[src/rtl/fetch_stage.sv]
// Fetch stage: PC register, single-outstanding instruction-memory sequencer
// and IF/ID pipeline register with stall/flush handling.
module fetch_stage #(
   parameter logic [31:0] RESET_PC  = 32'h0000_0000,
   parameter logic [31:0] NOP_INSTR = 32'h0000_0000
) (
   input  logic        clk_i,
   input  logic        rst_i,
   input  logic        start_i,
   input  logic        hazard_ok_i,
   input  logic        flush_i,
   input  logic [31:0] branch_target_i,
   output logic        imem_req_o,
   output logic [31:0] imem_addr_o,
   input  logic        imem_valid_i,
   input  logic [31:0] imem_rdata_i,
   output logic [31:0] pc_o,
   output logic [31:0] if_id_instr_o,
   output logic [31:0] if_id_pc_o,
   output logic        if_id_valid_o
);

   typedef enum logic [1:0] {IDLE, ISSUE, WAIT, FULL} state_t;

   state_t      state_q, state_d;
   logic [31:0] pc_q, pc_d;
   logic [31:0] buf_q, buf_d;
   logic        discard_q, discard_d;
   logic        deliver;
   logic [31:0] deliver_instr;

   always_comb begin
      state_d       = state_q;
      pc_d          = pc_q;
      buf_d         = buf_q;
      discard_d     = discard_q;
      deliver       = 1'b0;
      deliver_instr = buf_q;
      case (state_q)
         IDLE: begin
            if (start_i) state_d = ISSUE;
         end
         ISSUE: begin
            state_d = WAIT;
            if (flush_i) begin
               pc_d      = branch_target_i;
               discard_d = 1'b1;
            end
         end
         WAIT: begin
            if (!imem_valid_i) begin
               if (flush_i) begin
                  pc_d      = branch_target_i;
                  discard_d = 1'b1;
               end
            end else if (discard_q) begin
               // stale response from before a redirect; a flush here only moves pc
               discard_d = 1'b0;
               state_d   = ISSUE;
               if (flush_i) pc_d = branch_target_i;
            end else if (flush_i) begin
               pc_d    = branch_target_i;
               state_d = ISSUE;
            end else if (hazard_ok_i) begin
               deliver       = 1'b1;
               deliver_instr = imem_rdata_i;
               pc_d          = pc_q + 32'd4;
               state_d       = ISSUE;
            end else begin
               buf_d   = imem_rdata_i;
               state_d = FULL;
            end
         end
         FULL: begin
            if (flush_i) begin
               pc_d    = branch_target_i;
               state_d = ISSUE;
            end else if (hazard_ok_i) begin
               deliver       = 1'b1;
               deliver_instr = buf_q;
               pc_d          = pc_q + 32'd4;
               state_d       = ISSUE;
            end
         end
         default: state_d = IDLE;
      endcase
   end

   always_ff @(posedge clk_i) begin
      if (!rst_i) begin
         state_q       <= IDLE;
         pc_q          <= RESET_PC;
         buf_q         <= '0;
         discard_q     <= 1'b0;
         if_id_instr_o <= NOP_INSTR;
         if_id_pc_o    <= '0;
         if_id_valid_o <= 1'b0;
      end else begin
         state_q   <= state_d;
         pc_q      <= pc_d;
         buf_q     <= buf_d;
         discard_q <= discard_d;
         // flush beats stall; a free slot with nothing delivered becomes a bubble
         if (flush_i) begin
            if_id_instr_o <= NOP_INSTR;
            if_id_pc_o    <= '0;
            if_id_valid_o <= 1'b0;
         end else if (hazard_ok_i) begin
            if (deliver) begin
               if_id_instr_o <= deliver_instr;
               if_id_pc_o    <= pc_q;
               if_id_valid_o <= 1'b1;
            end else begin
               if_id_instr_o <= NOP_INSTR;
               if_id_pc_o    <= '0;
               if_id_valid_o <= 1'b0;
            end
         end
      end
   end

   assign imem_req_o  = (state_q == ISSUE);
   assign imem_addr_o = pc_q;
   assign pc_o        = pc_q;

endmodule

[config.mk]
export PLATFORM = sky130hd
export DESIGN_NAME = fetch_stage
export DESIGN_NICKNAME = d
export VERILOG_FILES = /design/src/rtl/fetch_stage.sv
export SDC_FILE = /design/constraint.sdc
export NUM_CORES = 1
export LEC_CHECK = 0
export CAP_MARGIN = 0
export CELL_PAD_IN_SITES_DETAIL_PLACEMENT = 1
export CELL_PAD_IN_SITES_GLOBAL_PLACEMENT = 1
export CORE_ASPECT_RATIO = 0.5
export CORE_MARGIN = 4
export CORE_UTILIZATION = 34
export DETAILED_ROUTE_END_ITERATION = 16
export HOLD_SLACK_MARGIN = 0.1
export PLACE_DENSITY = 0.92
export SLEW_MARGIN = 20
export SYNTH_ARGS = -nofsm -noshare
export SYNTH_HDL_FRONTEND = slang
export SYNTH_SLANG_ARGS = --single-unit
export TNS_END_PERCENT = 20
[constraint.sdc]
create_clock -name clk_i -period 2.5 [get_ports clk_i]
set_input_delay 0.375 -clock clk_i [delete_from_list [all_inputs] [get_ports clk_i]]
set_output_delay 0.375 -clock clk_i [all_outputs]
set_load 0.005 [all_outputs]
; ---- Yosys cells after proc, flatten, opt, wreduce, memory -nomap -nowiden
; Cells that the tools add are included.
[word_totals]
register_bits = 132
inputBits = 70
elab_cells = 52
[classes]
addsub = 1
n_eq_ne = 6
muxes = 28
bitwise_logic = 4
n_reduce_logical = 6
[op_table]
columns = cell, count
row1 = 32-bit 2-to-1 mux, 10
row2 = 32-bit case mux with 3 select lines, 1
row3 = 32-bit by 3-bit adder with 32-bit output (second input constant), 1
row4 = 2-bit 2-to-1 mux, 7
row5 = 2-bit case mux with 4 select lines, 1
row6 = 1-bit 2-to-1 mux, 7
row7 = 5-bit AND reduction, 1
row8 = 2-bit == test (second input constant), 2
row9 = 2-bit inequality test (second input constant), 2
row10 = 1-bit inverter, 4
row11 = 1-bit case mux with 2 select lines, 2
row12 = 3-bit inequality test (second input constant), 1
row13 = 3-bit AND reduction, 1
row14 = 3-bit nonzero test, 1
row15 = 2-bit by 1-bit == test with 1-bit output (second input constant), 1
row16 = 2-bit logical NOT, 1
row17 = 2-bit nonzero test, 1
row18 = 2-bit OR reduction, 1

; ---- Logic depth before layout (Yosys ltp)
[depth]
word_depth = 6
depth_mapped = 9
depth_no_buf = 7

; ---- Least setup slack after synthesis
; No wires, ideal clock.
[synth_timing]
path_kind = reg2reg
start = register state_q[0]
end = register if_id_instr_o[10]
arrival_ns = 1.867
required_ns = 2.372
path_slack_ns = 0.505
stages_incl_launch_ff = 10
path_buffers = 2
synth_period_minus_slack_ns = 1.995
cell_sequence = dfxtp_1 inv_1 ha_1 and3b_1 o21ai_0 clkbuf_1 clkbuf_1 a21oi_1 mux2i_1 nor2_1
[synth_via]
elab_chain_len = 3
elab_cells_between_ends = 5
[synth_lines]
columns = item, line
row1 = start: declaration, 25  ; state_t state_q, state_d;
row2 = start signal: assignment, 99  ; state_q <= state_d;
row3 = 2-bit == test, 39  ; case (state_q)
row4 = 1-bit case mux with 2 select lines / 32-bit 2-to-1 mux (equally long branches), -
row5 = 32-bit 2-to-1 mux (*), 109  ; if (deliver) begin
row6 = end signal: assignment, 110  ; if_id_instr_o <= deliver_instr;
row7 = end: declaration, 18  ; output logic [31:0] if_id_instr_o,
; Mark *: on every way between the ends. The rest lies on a longest branch, timed or not.
; A chain may end at the register's enable or synchronous reset.

; ---- Worst setup path in the final report
[layout_timing]
start = register pc_q[2] (netlist: imem_addr_o[2])
end = register pc_q[28] (netlist: imem_addr_o[28])
[layout_via]
elab_chain_len = 6
[layout_lines]
columns = item, line
row1 = start: declaration, 26  ; logic [31:0] pc_q, pc_d;
row2 = start signal: assignment, 100  ; pc_q <= pc_d;
row3 = 32-bit by 3-bit adder with 32-bit output (*), "67, 81"
row4 = 32-bit 2-to-1 mux (*), "64, 78"
row5 = 32-bit 2-to-1 mux (*), 75  ; if (flush_i) begin
row6 = 32-bit 2-to-1 mux, 56  ; end else if (discard_q) begin
row7 = 32-bit 2-to-1 mux, 51  ; if (!imem_valid_i) begin
row8 = 32-bit case mux with 3 select lines (*), 39
; Marks and branches as above.

==> results.md <==
* Top Ports at 200
* Post-DP Area at slightly below 0.009 mm²
* CP arrival at roughly 2.7 ns
* Fill count at 2230
* Full die area at 0.0216 mm²
* Post-DP HPWL at 18400 µm
* GPL Wtd Cong at 0.915
* Pin count of the biggest net entering global routing at 64
* Xor and xnor area share after synthesis at 0
* Cell chain of the critical path: ha_1, nand3_1, nor2_1, nand3_1, o21ai_0, o2111a_1
* Mux cell area share after synthesis at 0.0507
* Adder-cell share of the synthesized area at 0.0134
* Type of the worst min-delay path: primary input to flop
* Resize count post-CTS at 0
* Most frequent cells in the layout: clkdlybuf4s50_1 (198), nand2_1 (156), dfxtp_1 (132)
* YS warnings at 0
* Synth async-reset ratio at 0
* Pint at about 4 mW
* Period minus WS final at 2.35 ns
* Gr ovfl total at 0
* Layout cells sized above 1 at 0.0890
* Startpoint types: flop
* FMAX at 0.426 GHz
* DR vias at around 7000
* CTS sink cnt at about 130
* Status: complete, no violations
* Synth Area in Simple Gates at 0.252
* Mapped Nets at around 930
* Postcts setup bufs at 0
* Latest clock arrival within the worst-skew pair at 0.42 ns
* Slew Viols, Final at 0
* PwrDens at about 590 mW/mm²
* WL/cell at just under 20 µm
* Largest cells by area after synthesis: dfxtp_1 (41%), a21oi_1 (9.8%), nand2_1 (9.0%)
* Post-synth EDFFs at 0
* Post-layout net count at between 1000 and 1500
* Final setup viols at 0
* Mean post-synth cell area at 7.67 µm²
* First-pass GRT wire length at slightly above 40000 µm
* Design area at between 0.009 and 0.01 mm²
* Initial antenna violation count at 0
* Largest family of logic cells by synthesized area: simple AND/OR/NAND/NOR gates
* Period utilization at 0.938
* Initial core utilization at 0.350
* Fin Setup TNS at 0 ns
* Clock power share at 0.436
* Vias in the first global route at between 7000 and 8000
* Hold WS at ~0.45 ns
* Clock Tree Root: clkbuf_16
* WP buf/inv at 0
* Commonest non-fill, non-tap cell in the layout: clkdlybuf4s50_1
* Max clock buf depth at 2
* Synthesized flop and latch total at 132
* Synth area leader: dfxtp_1
* Clock-pin slew on the worst setup and hold paths at 0.06 ns
* CP max stage cell: nor2_1
* Crit. End Element: flop
* Maximum VDD drop at 0.370 mV
* Routed wire length at 25700 µm
* Seq pwr share at 0.403
* Cell mode on critical path: nand3_1
* Antenna-violating nets left at 0
* Worst Clk Skew at around 0.015 ns
* Final core occ at 0.503
* FF+latch area at around 0.0026 mm²
* Placeable Area at about 0.019 mm²
* Max_slew headroom at 0.494
* Family with the most delay on the worst path: simple AND/OR/NAND/NOR gates
* Mapped Cells at 850
* Max Cap Violations at 0
* Top cell type's share of synthesized area at 0.405
* CP Class: flop to flop
* All-Layer GR Usage at 0.232
* Drt via density at 5.47
* Crit-path max FO at 9
* Area occupied by multi-input gates at approximately 0.0034 mm²
* P_sw at 1.56 mW
* Yosys cell types at 61
* RSZ-0062 raised after global routing: no
* # hold bufs at CTS at 0
* Static leakage at 3.15 nW
* Initial drt markers at between 400 and 500
* CTS tree: yes
* Gate power share at 0.161
* Post-synthesis compound-gate area fraction at 0.195
* # DRC at 0
* Slew @ Worst Pin at about 0.76 ns
* Post-synth top flop: dfxtp_1
* DRT Pass-1 Iters at 5
* Buffers on Ports at between 150 and 200
* Die Wd at between 200 and 250 µm
* Sw Share at 0.281
* Area Growth Syn to Fin at 43.6%
* Required @ worst endpoint at 2.85 ns
* Die Ht at around 110 µm
* Largest stage delay on the critical path at approximately 0.53 ns
* Post-synthesis cell area at around 0.0065 mm²
* Cell Rows at 35
* ANT cells at 0
* Final hold violations at 0
* CTS buffer count at 17
* H-tree Lvls at 4
* Sequential share of the synthesized area at 0.405
## state kept, by name (all words and copies together) (netlist names)
name / cells
if_id_pc_o: 32
discard_q: 1
buf_q: 32
imem_addr_o: 32
state_q: 2
if_id_instr_o: 32
if_id_valid_o: 1
## kinds of logic (layout without fill, tap and decap cells)
group | Yosys count | count (layout)
buffers and inverters | 112 | 296
adders and majority gates | 7 | 7
DFF | 132 | 132
and+or+nand+nor | 351 | 351
muxes | 33 | 33
AOI/OAI and AO/OA | 215 | 215
## cell usage after synthesis, drive strengths merged (2+ instances only)
| cell | n |
|---|---|
| o31a | 2 |
| o21a | 2 |
| a31oi | 7 |
| a32oi | 3 |
| nand4 | 10 |
| a211oi | 7 |
| or3 | 3 |
| o2111a | 2 |
| ha | 7 |
| nand2 | 157 |
| dfxtp | 132 |
| nor3 | 9 |
| clkbuf | 58 |
| nand3 | 44 |
| o31ai | 5 |
| mux2i | 33 |
| o21ai | 24 |
| buf | 38 |
| o311a | 2 |
| nor2b | 2 |
| nor4 | 10 |
| and2 | 3 |
| o211ai | 3 |
| a22oi | 3 |
| inv | 15 |
| a21boi | 2 |
| and3 | 7 |
| a21oi | 128 |
| a311oi | 2 |
| nor2 | 60 |
| nand2b | 34 |
| o22ai | 3 |
| and4 | 5 |
| o221ai | 6 |
## layout make-up
class | instances | area share
clock inverters | 14 | 0.0140
inverters | 16 | 0.00642
well taps | 259 | 0.0346
flip-flops and latches | 132 | 0.282
repair buffers | 248 | 0.259
clock buffers | 18 | 0.0459
multi-input cells | 606 | 0.358
## worst paths after layout
path | start | endpoint | cells after the start | slack [ns]
worst max-delay path | imem_addr_o[2] | imem_addr_o[28] | 6 | 0.15
worst min-delay path | hazard_ok_i | state_q[1] | 4 | 0.45
worst max register to register | imem_addr_o[2] | imem_addr_o[28] | 6 | 0.15
worst min register to register | buf_q[22] | buf_q[22] | 2 | 0.46
## tightest hold or removal path: stages
cell and delay [ns]:
buf_4 0.12, nor4b_1 0.08, o211ai_1 0.17, a21oi_1 0.07
## power groups by stage
stage	Clock (mW)	Combinational [mW]	Sequential [mW]
finish	2.42	0.891	2.23
CTS	2.47	0.882	2.23
detailed placement	0	0.870	2.28
global placement	0	0.840	2.27
global route	2.56	0.944	2.24
floorplan	0	0.384	2.28
## layer usage
metal,global-route usage,vias up,share of wire
li1,-,3273,-
met1,0.272,3476,0.41
met2,0.419,254,0.51
met3,0.0457,64,0.050
met4,0.0948,0,0.030
met5,0,-,0
## through the flow
stage	cells	power [mW]	setup slack, ns
6_report	1293	5.54	0.154
5_1_grt	1293	5.74	0.00705
2_1_floorplan	850	2.67	0.505
3_3_place_gp	1261	3.11	0.341
3_5_place_dp	1261	3.15	0.239
4_1_cts	1293	5.58	0.267
(Power assumes the default switching activity.)
